<file path="config.mk">
export PLATFORM = sky130hd
export DESIGN_NAME = plot_stage
export DESIGN_NICKNAME = d
export VERILOG_FILES = /design/src/rtl/gamedefs_pkg.sv /design/src/rtl/plot_fifo.sv /design/src/rtl/plot_stage.sv
export SDC_FILE = /design/constraint.sdc
export NUM_CORES = 1
export LEC_CHECK = 0
export ABC_AREA = 1
export CORE_MARGIN = 2
export CORE_UTILIZATION = 35
export CTS_CLUSTER_SIZE = 20
export DETAILED_ROUTE_END_ITERATION = 8
export SYNTH_ARGS = -nofsm -noshare
export SYNTH_HDL_FRONTEND = slang
export SYNTH_HIERARCHICAL = 1
export SYNTH_SLANG_ARGS = --single-unit
</file>
<file path="constraint.sdc">
create_clock -name clk -period 3.4 [get_ports clk]
set_clock_uncertainty 0.2 [all_clocks]
set_input_delay 0.68 -clock clk [delete_from_list [all_inputs] [get_ports clk]]
set_output_delay 0.68 -clock clk [all_outputs]
set_load 0.03 [all_outputs]
</file>
<file path="src/rtl/gamedefs_pkg.sv">
// Shared drawing-pipeline definitions: screen geometry, color width and the pixel records
// passed between the draw datapath, the plot stage and the VGA adapter.
package gamedefs_pkg;

    localparam int SCREEN_W = 160;
    localparam int SCREEN_H = 120;
    localparam int COLOR_W  = 3;
    localparam int X_W      = 8;
    localparam int Y_W      = 7;

    localparam logic [COLOR_W-1:0] BLACK = 3'b000;

    typedef struct packed {
        logic [X_W-1:0]     x;
        logic [Y_W-1:0]     y;
        logic [COLOR_W-1:0] color;
    } pixel_t;

    // One stage of the coordinate delay line that waits out the color ROM latency.
    typedef struct packed {
        logic           vld;
        logic           fe;
        logic           spr;
        logic [X_W-1:0] x;
        logic [Y_W-1:0] y;
    } dline_t;

endpackage

</file>
<file path="src/rtl/plot_fifo.sv">
// Synchronous pixel FIFO with first-word-fall-through head. A write while full is dropped
// unless a read happens in the same cycle, so stored contents are never corrupted.
module plot_fifo
    import gamedefs_pkg::*;
#(
    parameter int DEPTH = 8,
    localparam int AW = $clog2(DEPTH)
) (
    input  logic        clk,
    input  logic        reset,
    input  logic        wr,
    input  logic        rd,
    input  pixel_t      din,
    output pixel_t      dout,
    output logic        empty,
    output logic        full,
    output logic [AW:0] count
);

    localparam logic [AW:0] FULL_CNT = DEPTH[AW:0];

    pixel_t        mem_q [DEPTH];
    logic [AW-1:0] wr_ptr_q, wr_ptr_d;
    logic [AW-1:0] rd_ptr_q, rd_ptr_d;
    logic [AW:0]   count_q, count_d;
    logic          wr_en, rd_en;

    always_comb begin
        rd_en    = rd && (count_q != '0);
        wr_en    = wr && ((count_q != FULL_CNT) || rd_en);
        wr_ptr_d = wr_ptr_q;
        rd_ptr_d = rd_ptr_q;
        count_d  = count_q;
        if (wr_en) wr_ptr_d = wr_ptr_q + 1'b1;
        if (rd_en) rd_ptr_d = rd_ptr_q + 1'b1;
        case ({wr_en, rd_en})
            2'b10:   count_d = count_q + 1'b1;
            2'b01:   count_d = count_q - 1'b1;
            default: count_d = count_q;
        endcase
    end

    always_ff @(posedge clk) begin
        if (wr_en) mem_q[wr_ptr_q] <= din;
    end

    always_ff @(posedge clk) begin
        if (reset) begin
            wr_ptr_q <= '0;
            rd_ptr_q <= '0;
            count_q  <= '0;
        end else begin
            wr_ptr_q <= wr_ptr_d;
            rd_ptr_q <= rd_ptr_d;
            count_q  <= count_d;
        end
    end

    assign dout  = mem_q[rd_ptr_q];
    assign empty = (count_q == '0);
    assign full  = (count_q == FULL_CNT);
    assign count = count_q;

endmodule

</file>
<file path="src/rtl/plot_stage.sv">
// Plot stage: aligns draw-FSM pixels with the color ROM latency, clips off-screen pixels,
// buffers them for the VGA adapter and paces the FSM. Define PLOT_STAGE_TRANSPARENCY_EN to drop KEY-colored sprite pixels.
module plot_stage
    import gamedefs_pkg::*;
#(
    parameter int                 ROM_LAT = 1,
    parameter int                 DEPTH   = 8,
    parameter int                 SLACK   = 2,
    parameter int                 X_MAX   = SCREEN_W,
    parameter int                 Y_MAX   = SCREEN_H,
    parameter logic [COLOR_W-1:0] KEY     = BLACK
) (
    input  logic               clk,
    input  logic               reset,
    input  logic               pixValid,
    input  logic [X_W-1:0]     x,
    input  logic [Y_W-1:0]     y,
    input  logic               spriteMode,
    input  logic [COLOR_W-1:0] color,
    input  logic               frameEnd,
    input  logic               vgaReady,
    output logic [X_W-1:0]     vgaX,
    output logic [Y_W-1:0]     vgaY,
    output logic [COLOR_W-1:0] vgaColor,
    output logic               plot,
    output logic               stall,
    output logic               drawDone,
    output logic [14:0]        pixelCount
);

    localparam int          AW        = $clog2(DEPTH);
    localparam int          STALL_OCC = DEPTH - SLACK;
    localparam logic [AW:0] STALL_AT  = STALL_OCC[AW:0];
    localparam logic [X_W:0] X_LIM    = X_MAX[X_W:0];
    localparam logic [Y_W:0] Y_LIM    = Y_MAX[Y_W:0];

    // Pixels already in the delay line when stall rises must still fit in the FIFO.
    if (SLACK < ROM_LAT) begin : g_slack_chk
        $error("plot_stage: SLACK must be >= ROM_LAT");
    end
    if (SLACK >= DEPTH) begin : g_slack_depth_chk
        $error("plot_stage: SLACK must be < DEPTH");
    end
    if (ROM_LAT < 1) begin : g_lat_chk
        $error("plot_stage: ROM_LAT must be >= 1");
    end
    if (DEPTH < 4 || (1 << AW) != DEPTH) begin : g_depth_chk
        $error("plot_stage: DEPTH must be a power of two >= 4");
    end

    dline_t [ROM_LAT-1:0] dl_q, dl_d;
    dline_t      tail;
    logic        pipe_busy, in_bounds, accept;
    pixel_t      fifo_din, fifo_dout, head_q, head_d, shown;
    logic        fifo_empty, unused_full, xfer, done;
    logic [AW:0] fifo_count;
    logic        pending_q, pending_d;
    logic [14:0] pix_cnt_q, pix_cnt_d;

`ifndef PLOT_STAGE_TRANSPARENCY_EN
    logic unused_spr;
    assign unused_spr = ^{tail.spr, KEY};
`endif

    always_comb begin
        dl_d[0] = {pixValid, frameEnd, spriteMode, x, y};
        for (int i = 1; i < ROM_LAT; i++) dl_d[i] = dl_q[i-1];
        tail      = dl_q[ROM_LAT-1];
        pipe_busy = 1'b0;
        for (int i = 0; i < ROM_LAT; i++) pipe_busy = pipe_busy | dl_q[i].vld;

        in_bounds = tail.vld && ({1'b0, tail.x} < X_LIM) && ({1'b0, tail.y} < Y_LIM);
`ifdef PLOT_STAGE_TRANSPARENCY_EN
        accept = in_bounds && !(tail.spr && (color == KEY));
`else
        accept = in_bounds;
`endif
        fifo_din = {tail.x, tail.y, color};

        xfer   = !fifo_empty && vgaReady;
        head_d = xfer ? fifo_dout : head_q;
        shown  = fifo_empty ? head_q : fifo_dout;

        // A frameEnd landing while a frame is still pending folds into that one drawDone.
        done      = pending_q && !pipe_busy && fifo_empty;
        pending_d = pending_q ? !done : tail.fe;

        pix_cnt_d = (xfer && (pix_cnt_q != '1)) ? pix_cnt_q + 1'b1 : pix_cnt_q;
    end

    always_ff @(posedge clk) begin
        if (reset) begin
            dl_q      <= '0;
            head_q    <= '0;
            pending_q <= 1'b0;
            pix_cnt_q <= '0;
        end else begin
            dl_q      <= dl_d;
            head_q    <= head_d;
            pending_q <= pending_d;
            pix_cnt_q <= pix_cnt_d;
        end
    end

    plot_fifo #(.DEPTH(DEPTH)) u_fifo (
        .clk   (clk),
        .reset (reset),
        .wr    (accept),
        .rd    (xfer),
        .din   (fifo_din),
        .dout  (fifo_dout),
        .empty (fifo_empty),
        .full  (unused_full),
        .count (fifo_count)
    );

    assign vgaX       = shown.x;
    assign vgaY       = shown.y;
    assign vgaColor   = shown.color;
    assign plot       = !fifo_empty;
    assign stall      = (fifo_count >= STALL_AT);
    assign drawDone   = done;
    assign pixelCount = pix_cnt_q;

endmodule

</file>
==> Word level (Yosys, flattened, before mapping) <==
Memories as Yosys holds them, arrays and structs flattened. A register that Yosys moved wholly into a read port is not among the register bits.
Cells that the tools add are included.
{ "word_totals": {"register_bits": 61, "mem_bits_rw": 144, "in_bits": 24, "out_inout_bits": 36, "elab_cells": 47, "n_memories": 1} }
{ "mem_list": {"columns": ["memory", "words", "word_bits", "rd", "rd_clocked_by_memory_dff", "write_ports", "line", "text"], "rows": [
  ["u_fifo.mem_q", 8, 18, 1, 1, 1, "plot_fifo.sv:22", "pixel_t mem_q [DEPTH];"]
]} }
{ "op_classes": {"addsub": 5, "magnitude_cmp": 3, "eq_ne": 4, "muxes": 7, "n_reduce_logical": 15} }
{ "ops": {"columns": ["operator", "n"], "rows": [
  ["$mux W18", 1],
  ["$add A15 B1 Y15 const B", 1],
  ["$ne A15 B15 Y1 const B", 1],
  ["$logic_and A1 B1 Y1", 8],
  ["$lt A8 B8 Y1 const B", 1],
  ["$pmux W4 S2", 1],
  ["$lt A7 B7 Y1 const B", 1],
  ["$add A3 B1 Y3 const B", 2],
  ["$mux W3", 2],
  ["$add A4 B1 Y4 const B", 1],
  ["$ge A4 B3 Y1 const B", 1],
  ["$logic_not A4 Y1", 1],
  ["$ne A4 B4 Y1 const B", 1],
  ["$reduce_bool A4 Y1", 1],
  ["$sub A4 B1 Y4 const B", 1],
  ["$logic_not A1 Y1", 3],
  ["$mux W1", 3],
  ["$eq A2 B1 Y1 const B", 1],
  ["$eq A2 B2 Y1 const B", 1],
  ["$reduce_bool A2 Y1", 1],
  ["$logic_or A1 B1 Y1", 1]
]} }

==> Depth between registers and ports, before layout <==
Gate-level depths: netlist of the first run.
{ "logic_depth": {"ltp_word": 8, "ltp_mapped": 16, "depth_no_buf": 15} }

==> Cells and area by module <==
The synthesis of the first run kept the hierarchy.
{ "modules_own_cells": {"columns": ["mod", "instances", "cells_per_inst", "area_per_inst_um2", "seq_area_each_um2"], "rows": [
  ["plot_fifo", 1, 463, 6281.0, 4584.4],
  ["plot_stage", 1, 313, 2282.2, 1021.0]
]} }

==> Worst setup path after synthesis of the first run <==
Ideal clock, no wire load.
{ "synth_timing": {"path_kind": "flip-flop to output port", "startpoint": "register u_fifo.count_q[1], in the netlist u_fifo/count[1]", "endpoint": "output vgaX[0]", "arrival_ns": 1.843, "path_slack_ns": 0.677, "stages_incl_launch_ff": 8, "cell_sequence": "dfxtp_1 nor2_4 nand2_2 inv_1 inv_2 buf_4 clkbuf_1 o21ai_0"} }
{ "synth_between": {"elab_chain_len": 2} }
{ "synth_rtl": {"columns": ["item", "line", "text"], "rows": [
  ["start: declaration", "plot_fifo.sv:25", "logic [AW:0] count_q, count_d;"],
  ["start signal: assignment", "plot_fifo.sv:55", "count_q <= count_d;"],
  ["$logic_not A4 Y1", "plot_fifo.sv:60", "assign empty = (count_q == '0);"],
  ["named net fifo_empty", "plot_stage.sv:55", "logic fifo_empty, unused_full, xfer, done;"],
  ["$mux W18", "plot_stage.sv:82", "shown = fifo_empty ? head_q : fifo_dout;"],
  ["end: declaration", "plot_stage.sv:22", "output logic [X_W-1:0] vgaX,"]
]} }
The timed path passes the listed nets, and every way through them passes these cells.

==> summary.md, run 1 <==
| Metric | Value |
|---|---|
| Final net count | `~870` |
| Max-Slew Margin vs Limit | `67.4%` |
| Io pins | `60` |
| Final Cycle Share | `94.7%` |
| Clock root cell | `clkbuf_16` |
| Synth Warn # | `6` |
| DRC viols | `0` |
| Slew @ Worst Pin | `approximately 0.48 ns` |
| Commonest non-fill, non-tap cell in the layout | `edfxtp_1` |
| Buffers added on ports | `58` |
| First-pass GRT wire length | `around 29,000 um` |
| Required @ worst endpoint | `between 2 and 3 ns` |
| Fmax achieved | `just over 300 MHz` |
| Largest net degree at the start of global routing | `73` |
| Lkg Pwr | `about 3.8 nW` |
| Core Area | `around 24,000 um2` |
| Syn Inst Count | `775` |
| Die X | `160 um` |
| Final hold viol count | `0` |
| Routed len/inst | `15.2 um` |
| Post-CTS setup buffer count | `0` |
| Gr usage total | `between 10% and 20%` |
| Status | `finished, final reports clean` |
| RePlAce Congestion | `roughly 0.77` |
| Hpwl dp | `approximately 11,000 um` |
| Clock Pin Slew Worst Setup and Hold Paths | `about 0.05 ns` |
| Reg2reg start | `u_fifo/count[2]$_SDFFE_PP0P_` |
| Data arrival, critical path | `approximately 2.3 ns` |
| R2R setup slack | `about 0.8 ns` |
| Crit path capture | `vgaY[2]` |
| Clk sinks | `208` |
| Critical path launch point type | `flip-flop` |
| Crit-path max FO | `18` |
| FP Rows | `57` |
| Clk pwr share | `28.1%` |
| Combinational power share | `35.0%` |
| Reg2Reg Depth | `13` |
| Sequential share of power | `between 30% and 40%` |
| Die area | `25,700 um2` |
| Maximum clock insertion buffer count | `3` |
| Syn Area/Cell | `about 11 um2` |
| Layout area overhead | `20.3%` |
| Hold Crit Class | `flip-flop to flip-flop` |
| Tmin final | `~3.2 ns` |
| TritonCTS Buffers | `23` |
| Inserted Diodes | `0` |
| Max VDD drop | `approximately 0.56 mV` |
| Worst-skew pair later-pin latency | `about 0.5 ns` |
| Unrepaired setup endpoints after global routing | `no` |
| Sw Ratio | `between 30% and 40%` |
| Layout cells sized above 1 | `11.3%` |
| Pint | `5.24 mW` |
| Initial antenna violation count | `0` |
| Via count | `around 5,600` |
| Endpoint class of the critical path | `output pin` |
| Mapped Area | `between 8000 and 9000 um2` |
| TritonCTS clock tree | `yes` |
| DRT antenna net count | `0` |
| Cts hold-fix bufs | `0` |
| TNS Setup | `0 ns` |
| Final Non-Filler Cells | `1,183` |
| P per Cell Area | `798 nW/um2` |
| DR vias/cell | `between 4 and 5` |
| DRT Pass-1 Iters | `7` |
| Final setup viols | `0` |
| H-tree depth | `1` |
| Max_cap viols | `0` |
| Total congestion overflow | `0` |
| Critical path class | `flip-flop to output pin` |
| Post-synth net total | `805` |
| Starting Density | `between 30% and 40%` |
| Vias in the first global route | `5,218` |
| Slew Limit Fails | `0` |
| Commonest cells after routing, fill and taps aside | `144 x edfxtp_1, 123 x nand2_1, 98 x nor2_1, 78 x o21ai_0, 62 x dfxtp_1` |
| Die H | `160 um` |
| Area occupied by registers | `approximately 5600 um2` |
| Post-Place Cells | `about 1,100` |
| Psw | `around 3.0 mW` |
| Area occupied by multi-input gates | `about 2500 um2` |
| RR Endpoint | `u_fifo/mem_q[1][11]$_DFFE_PP_` |
| 1st-iter DRT viols | `330` |
| Final WL | `18,000 um` |
| Fillers | `2,275` |
## per-stage QoR
| step | hold WS, ns | worst slack, ns | cell area (um2) | power [mW] | util, % |
|---|---|---|---|---|---|
| 2_1_floorplan | 0.224 | 0.677 | 8560 | 5.14 | - |
| 3_3_place_gp | 0.232 | 0.382 | 9570 | 6.06 | 39.6 |
| 5_1_grt | 0.265 | 0.0173 | 10300 | 8.72 | 42.6 |
| 3_5_place_dp | 0.237 | 0.348 | 9570 | 6.09 | 39.6 |
| 4_1_cts | 0.246 | 0.00288 | 10300 | 8.32 | 42.5 |
| 6_report | 0.243 | 0.182 | 10300 | 8.21 | 42.6 |
## routing by layer
layer | routed length [um] | global-route usage [%]
met1 | 8400 | 19.3
met2 | 8430 | 23.5
met3 | 738 | 2.45
met4 | 400 | 4.01
met5 | 0 | 0
## registers in the layout, indices dropped and copies added (netlist names), 3 cells and up, named ones only
register	count
head_q	18
u_fifo/wr_ptr_q	3
u_fifo/count	4
dl_q	16
pixelCount	15
u_fifo/mem_q	144
u_fifo/rd_ptr_q	3
## layout make-up
class,instances,area share (%)
Sequential cell,208,54.5
Multi-Input combinational cell,468,24.1
Timing Repair Buffer,78,8.13
Clock buffer,36,6.62
Tap cell,324,3.94
Inverter,63,2.39
Clock inverter,6,0.328
## power groups by stage
stage / registers (mW) / logic, mW / clock network [mW]
after floorplan: 3.07 / 2.07 / 0
after global placement: 3.08 / 2.98 / 0
after detailed placement: 3.09 / 3.00 / 0
after CTS: 3.04 / 2.91 / 2.38
after global routing: 3.07 / 3.18 / 2.47
final: 3.04 / 2.87 / 2.30
## critical path, stage by stage, from the launching register on
cell	delay, ns
dfxtp_2	0.44
buf_6	0.25
o21ai_0	0.12
o22ai_1	0.18
nand2_1	0.08
nand2_1	0.19
nand2_1	0.08
o21ai_0	0.08
dlygate4sd2_1	0.42
## worst min path at each step
| stage | start | to | slack, ns | cells past startpoint |
|---|---|---|---|---|
| 2_1_floorplan | head_q[12]$_SDFFE_PP0P_ | head_q[12]$_SDFFE_PP0P_ | 0.22 | 2 |
| 3_3_place_gp | head_q[15]$_SDFFE_PP0P_ | head_q[15]$_SDFFE_PP0P_ | 0.23 | 2 |
| 3_5_place_dp | head_q[3]$_SDFFE_PP0P_ | head_q[3]$_SDFFE_PP0P_ | 0.24 | 2 |
| 4_1_cts | head_q[3]$_SDFFE_PP0P_ | head_q[3]$_SDFFE_PP0P_ | 0.25 | 2 |
| 5_1_grt | u_fifo/rd_ptr_q[2]$_SDFFE_PP0N_ | flip-flop | 0.27 | 2 |
| 6_report | head_q[2]$_SDFFE_PP0P_ | head_q[2]$_SDFFE_PP0P_ | 0.24 | 2 |
## timing repair
item                       in CTS  in global routing
setup endpoints to repair      16                  7
gates cloned                    0                  0
resized for setup              14                  5
No activity file was read; power rests on OpenSTA's default activity.
==> run 2: changes to the inputs <==
==> constraint.sdc (replaced) <==
create_clock -name clk -period 3.65 [get_ports clk]
set_clock_uncertainty 0.2 [all_clocks]
set_input_delay 0.73 -clock clk [delete_from_list [all_inputs] [get_ports clk]]
set_output_delay 0.73 -clock clk [all_outputs]
set_load 0.03 [all_outputs]
==> run 2 against run 1 <==
Cell area increased by 0.17%. Critical path depth increased by 1. Register-to-register slack improved by 0.17 ns. Sequential share of layout area decreased by 0.092 points. Critical path type unchanged. Critical endpoint is now vgaColor[0]. Highest routed layer unchanged.
==> summary.md, run 2 (synthesis results as in run 1) <==
| Metric | Value |
|---|---|
| Status | `finished, final reports clean` |
| Tmin final | `3.49 ns` |
| Clk pwr share | `between 20% and 30%` |
| Largest net degree at the start of global routing | `73` |
| P per Cell Area | `765 nW/um2` |
| Hold Crit Class | `flip-flop to flip-flop` |
| H-tree depth | `1` |
| Final hold viol count | `0` |
| Commonest non-fill, non-tap cell in the layout | `edfxtp_1` |
| Total congestion overflow | `0` |
| Psw | `2.78 mW` |
| Final Non-Filler Cells | `about 1,200` |
| First-pass GRT wire length | `between 20,000 and 30,000 um` |
| Data arrival, critical path | `2.56 ns` |
| Routed len/inst | `15.5 um` |
| Max_cap viols | `0` |
| DRT antenna net count | `0` |
| Starting Density | `35.4%` |
| Required @ worst endpoint | `around 2.7 ns` |
| FP Rows | `57` |
| Layout area overhead | `20.5%` |
| Layout cells sized above 1 | `a little over a tenth` |
| Cts hold-fix bufs | `0` |
| Critical path launch point type | `flip-flop` |
| Post-Place Cells | `~1,100` |
| Max reg flops | `around 140` |
| Die H | `around 160 um` |
| TritonCTS clock tree | `yes` |
| Critical path class | `flip-flop to output pin` |
| Sw Ratio | `between 30% and 40%` |
| Max VDD drop | `around 0.42 mV` |
| Via count | `5,577` |
| Final setup viols | `0` |
| Fillers | `between 2,000 and 2,500` |
| Sequential share of power | `between 30% and 40%` |
| Gr usage total | `14.5%` |
| Hpwl dp | `11,100 um` |
| Hold slack | `around 0.24 ns` |
| Clk sinks | `around 210` |
| Fmax achieved | `about 290 MHz` |
| Max-Slew Margin vs Limit | `68.7%` |
| Endpoint class of the critical path | `output pin` |
| Final net count | `just under 900` |
| Resized cells post-CTS | `0` |
| Slew @ Worst Pin | `0.469 ns` |
| RePlAce Congestion | `between 0.7 and 0.8` |
| Slew Limit Fails | `0` |
| Area occupied by registers | `around 5600 um2` |
| Clock Pin Slew Worst Setup and Hold Paths | `0.06 ns` |
| Inserted Diodes | `0` |
| Initial antenna violation count | `0` |
| Io pins | `60` |
| Worst-skew pair later-pin latency | `roughly 0.50 ns` |
| Pint | `roughly 5.1 mW` |
| Buffers added on ports | `58` |
| Post-route cell area | `between 10,000 and 15,000 um2` |
| TritonCTS Buffers | `22` |
| Die X | `approximately 160 um` |
| Reg2reg start | `u_fifo/count[3]$_SDFFE_PP0P_` |
| Area occupied by multi-input gates | `approximately 2500 um2` |
| DR vias/cell | `between 4 and 5` |
| Hold path startpoint | `head_q[1]$_SDFFE_PP0P_` |
| Commonest cells after routing, fill and taps aside | `144 x edfxtp_1, 123 x nand2_1, 98 x nor2_1, 78 x o21ai_0, 62 x dfxtp_1` |
| Maximum clock insertion buffer count | `3` |
| Clock root cell | `clkbuf_16` |
| Lkg Pwr | `3.89 nW` |
| Hold Path Cell Cnt | `2` |
| Core Area | `between 20,000 and 25,000 um2` |
| Unrepaired setup endpoints after global routing | `no` |
| DRC viols | `0` |
| Largest Register | `u_fifo/mem_q` |
| DRT Pass-1 Iters | `5` |
| Post-CTS setup buffer count | `0` |
| TNS Setup | `0 ns` |
| Vias in the first global route | `about 5,400` |
| Die area | `25,700 um2` |
| 1st-iter DRT viols | `between 400 and 500` |
| Largest regs | `u_fifo/mem_q (144), head_q (18), dl_q (16)` |
| Dpl cell area | `9510 um2` |
| Final Cycle Share | `a little over nine tenths` |
| Combinational power share | `35.1%` |
| Final WL | `around 18,000 um` |
| Crit-path max FO | `17` |
| Reg2Reg Depth | `13` |
-- run 2: changes by cell type in the layout (fill, tap and decap cells not counted), sizes merged --
cell / before / now
clkdlybuf4s50: 40 / 42
dlymetal6s2s: 4 / 16
bufinv: 0 / 3
dlygate4sd2: 12 / 0
inv: 63 / 62
clkinvlp: 0 / 1
clkbuf: 36 / 31
buf: 22 / 21
-- run 2: worst max-delay path, stage by stage (launching register included) --
cell and delay, ns:
dfxtp_2 0.37, inv_4 0.21, buf_12 0.18, nor2_1 0.05, o22ai_1 0.17, nand2_1 0.07
nand2_1 0.12, nand2_1 0.06, o21ai_0 0.10, clkdlybuf4s50_1 0.71
-- run 2: per-stage QoR --
step	power, mW	setup slack (ns)	utilization [%]
final	7.89	0.164	42.6
after detailed placement	5.70	0.556	39.3
after global routing	8.35	0.000994	42.6
after CTS	8.01	0.0158	42.5
after floorplan	4.79	0.877	-
after global placement	5.66	0.541	39.3
-- run 2: area by class of cell --
cell class,instances,share of cell area (%)
Clock buffer,31,6.16
Clock inverter,9,1.14
Inverter,63,2.40
Multi-Input combinational cell,468,24.1
Sequential cell,208,54.4
Tap cell,324,3.93
Timing Repair Buffer,79,7.91
-- run 2: final timing paths --
| check | slack [ns] | to |
|---|---|---|
| worst min-delay path | 0.24 | head_q[1]$_SDFFE_PP0P_ |
| worst min register to register | 0.24 | head_q[1]$_SDFFE_PP0P_ |
| worst max-delay path | 0.16 | vgaColor[0] |
| worst max register to register | 0.97 | u_fifo/mem_q[4][12]$_DFFE_PP_ |
-- run 2: power groups by stage --
stage / logic (mW) / registers [mW] / clock network (mW)
after global placement: 2.79 / 2.88 / 0
final: 2.77 / 2.83 / 2.29
after floorplan: 1.93 / 2.86 / 0
after CTS: 2.83 / 2.83 / 2.35
after detailed placement: 2.82 / 2.88 / 0
after global routing: 3.06 / 2.85 / 2.44
-- run 2: metal layers --
metal	vias to the layer above	GRT usage (%)	part of all wire, %
li1	2808	-	-
met1	2642	19.5	46
met2	103	24.5	48
met3	24	2.35	4.5
met4	0	3.73	1.6
met5	-	0	0
==> run 3: changes to the inputs <==
--- a/config.mk
+++ b/config.mk
@@ -12,5 +12,4 @@
 export DETAILED_ROUTE_END_ITERATION = 8
 export SYNTH_ARGS = -nofsm -noshare
 export SYNTH_HDL_FRONTEND = slang
-export SYNTH_HIERARCHICAL = 1
 export SYNTH_SLANG_ARGS = --single-unit
==> constraint.sdc (replaced) <==
create_clock -name clk -period 3.8 [get_ports clk]
set_clock_uncertainty 0.2 [all_clocks]
set_input_delay 0.76 -clock clk [delete_from_list [all_inputs] [get_ports clk]]
set_output_delay 0.76 -clock clk [all_outputs]
set_load 0.03 [all_outputs]
==> run 3 against run 2 <==
Cell area shrank 2.0%. Clock-buffer cell count shrank 1. Via count grew 5.9%. Critical path type unchanged. Critical endpoint is now vgaX[0]. Largest cell class unchanged. Highest routed layer unchanged.
==> summary.md, run 3 <==
| Metric | Value |
|---|---|
| Unrepaired setup endpoints after global routing | `no` |
| Clock root cell | `clkbuf_16` |
| Max_cap viols | `0` |
| DRT antenna net count | `0` |
| Hpwl dp | `11,300 um` |
| Endpoint class of the critical path | `output pin` |
| Syn Inst Count | `between 800 and 900` |
| Clk pwr share | `between 20 and 30%` |
| Final hold viol count | `0` |
| Max VDD drop | `between 0.4 and 0.5 mV` |
| Final Non-Filler Cells | `1,209` |
| Largest area contributor in the netlist | `edfxtp_1` |
| Hold Crit Class | `flip-flop to flip-flop` |
| Synth cell types | `29` |
| Final WL | `18,800 um` |
| Die H | `159 um` |
| Data arrival, critical path | `around 2.4 ns` |
| Mapped Area | `8430 um2` |
| Combinational power share | `33.3%` |
| Vias in the first global route | `5,622` |
| Critical path class | `flip-flop to output pin` |
| Yosys reg bits | `about 210` |
| Dpl cell area | `approximately 9400 um2` |
| Io pins | `60` |
| Count leader, synth | `nor2_1` |
| FP Rows | `between 50 and 60` |
| Core Area | `roughly 24,000 um2` |
| Post-Place Cells | `between 1,000 and 1,500` |
| Resized cells post-CTS | `0` |
| Post-synth net total | `843` |
| Ranking of synthesized cells by area | `edfxtp_1 51%, dfxtp_1 15%, nor2_1 8.6%, o21ai_0 5.6%, nand2_1 3.6%` |
| DRC viols | `0` |
| Layout area overhead | `19.9%` |
| Crit-path max FO | `55` |
| Max reg flops | `between 100 and 150` |
| Synth Warn # | `0` |
| Inserted Diodes | `0` |
| Largest Register | `u_fifo.mem_q` |
| Largest regs | `u_fifo.mem_q (144), head_q (18), dl_q (16)` |
| Required @ worst endpoint | `2.84 ns` |
| Final Cycle Share | `about 90%` |
| Final net count | `roughly 900` |
| Reg2reg start | `u_fifo.count[0]$_SDFFE_PP0P_` |
| Post-CTS setup buffer count | `0` |
| H-tree depth | `1` |
| Sequential share of power | `about 37%` |
| Cts hold-fix bufs | `0` |
| Hold path startpoint | `pixelCount[14]$_SDFFE_PP0P_` |
| Gr usage total | `roughly 15%` |
| Tmin final | `~3.4 ns` |
| Commonest cells after routing, fill and taps aside | `185 x nor2_1, 144 x edfxtp_1, 94 x o21ai_0, 80 x nand2_1, 63 x dfxtp_1` |
| Lkg Pwr | `approximately 3.7 nW` |
| Psw | `2.54 mW` |
| Slew @ Worst Pin | `about 0.84 ns` |
| Die X | `roughly 160 um` |
| First-pass GRT wire length | `30,300 um` |
| Critical path launch point type | `flip-flop` |
| TNS Setup | `0 ns` |
| Clock Pin Slew Worst Setup and Hold Paths | `0.06 ns` |
| DR vias/cell | `~5` |
| Post-route cell area | `roughly 10,000 um2` |
| Routed len/inst | `15.6 um` |
| Clk sinks | `approximately 210` |
| Post-synth top cells | `193 x nor2_1, 144 x edfxtp_1, 94 x o21ai_0, 80 x nand2_1, 64 x dfxtp_1` |
| Status | `finished, final reports clean` |
| Die area | `roughly 25,000 um2` |
| Fmax achieved | `~300 MHz` |
| Buffers added on ports | `a little under 60` |
| Sw Ratio | `35.3%` |
| EDFF count, synth | `roughly 140` |
| Slew Limit Fails | `0` |
| TritonCTS Buffers | `23` |
| DRT Pass-1 Iters | `5` |
| Via count | `5,906` |
| Starting Density | `between 30% and 40%` |
| TritonCTS clock tree | `yes` |
| Worst-skew pair later-pin latency | `0.49 ns` |
| Top_reg_cell synth | `edfxtp_1` |
| Largest net degree at the start of global routing | `73` |
| Top cell type's share of synthesized area | `a little over 50%` |
| Pint | `~4.7 mW` |
| Commonest non-fill, non-tap cell in the layout | `nor2_1` |
| Total congestion overflow | `0` |
| Initial antenna violation count | `0` |
| Max-Slew Margin vs Limit | `between 40 and 50%` |
| Final setup viols | `0` |
| Layout cells sized above 1 | `10.6%` |
| Syn Area/Cell | `slightly above 10 um2` |
| 1st-iter DRT viols | `~460` |
| Seq/Total Area, Yosys | `66.5%` |
| RePlAce Congestion | `about 0.78` |
| Maximum clock insertion buffer count | `3` |
| Post-synth ARST share | `0%` |
| P per Cell Area | `about 710 nW/um2` |
run 3: final timing paths:
| kind | to | cells past startpoint | slack [ns] |
|---|---|---|---|
| min | pixelCount[14]$_SDFFE_PP0P_ | 2 | 0.27 |
| max reg2reg | u_fifo.count[3]$_SDFFE_PP0P_ | 12 | 1.17 |
| max | vgaX[0] | 8 | 0.43 |
| min reg2reg | pixelCount[14]$_SDFFE_PP0P_ | 2 | 0.27 |
run 3: cell type report:
| cell class | count | area [um2] |
|---|---|---|
| clock inverters | 11 | 103 |
| flip-flops and latches | 208 | 5610 |
| multi-input cells | 519 | 2470 |
| inverters | 45 | 169 |
| repair buffers | 77 | 728 |
| well taps | 319 | 399 |
| fillers | 2241 | 13400 |
| clock buffers | 30 | 632 |
run 3: cell families after synthesis:
group           synth area share, %
fa+ha+maj                     0.891
xor+xnor                       1.04
compound gates                 11.0
buf+inv                        4.45
flops                          66.5
simple gates                   16.1
run 3: power groups by stage:
stage	logic (mW)	registers [mW]	clock network, mW
final	2.40	2.67	2.14
after global routing	2.65	2.69	2.28
after CTS	2.44	2.67	2.18
after detailed placement	2.43	2.72	0
after global placement	2.41	2.72	0
after floorplan	1.61	2.70	0
run 3: per-stage QoR:
stage / hold slack, ns / setup WS [ns] / total power [mW] / utilization [%]
final: 0.274 / 0.431 / 7.21 / 42.9
after global routing: 0.299 / 0.318 / 7.62 / 42.9
after CTS: 0.276 / 0.426 / 7.30 / 42.9
after detailed placement: 0.260 / 0.693 / 5.15 / 39.8
after global placement: 0.245 / 0.700 / 5.13 / 39.8
after floorplan: 0.233 / 1.31 / 4.31 / -
run 3: critical path, stage by stage, from the launching register on:
cell	delay, ns
dfxtp_1	0.35
buf_12	0.25
inv_2	0.28
nor2_1	0.15
o21ai_0	0.09
nand3_1	0.09
nand2_1	0.13
a21oi_1	0.35
buf_12	0.17
run 3: routing by layer:
| metal | vias up | track usage [%] | share of wire [%] |
|---|---|---|---|
| li1 | 2908 | - | - |
| met5 | - | 0 | 0 |
| met4 | 0 | 5.12 | 2.9 |
| met2 | 129 | 24.7 | 47 |
| met1 | 2836 | 20.1 | 46 |
| met3 | 33 | 2.21 | 3.9 |
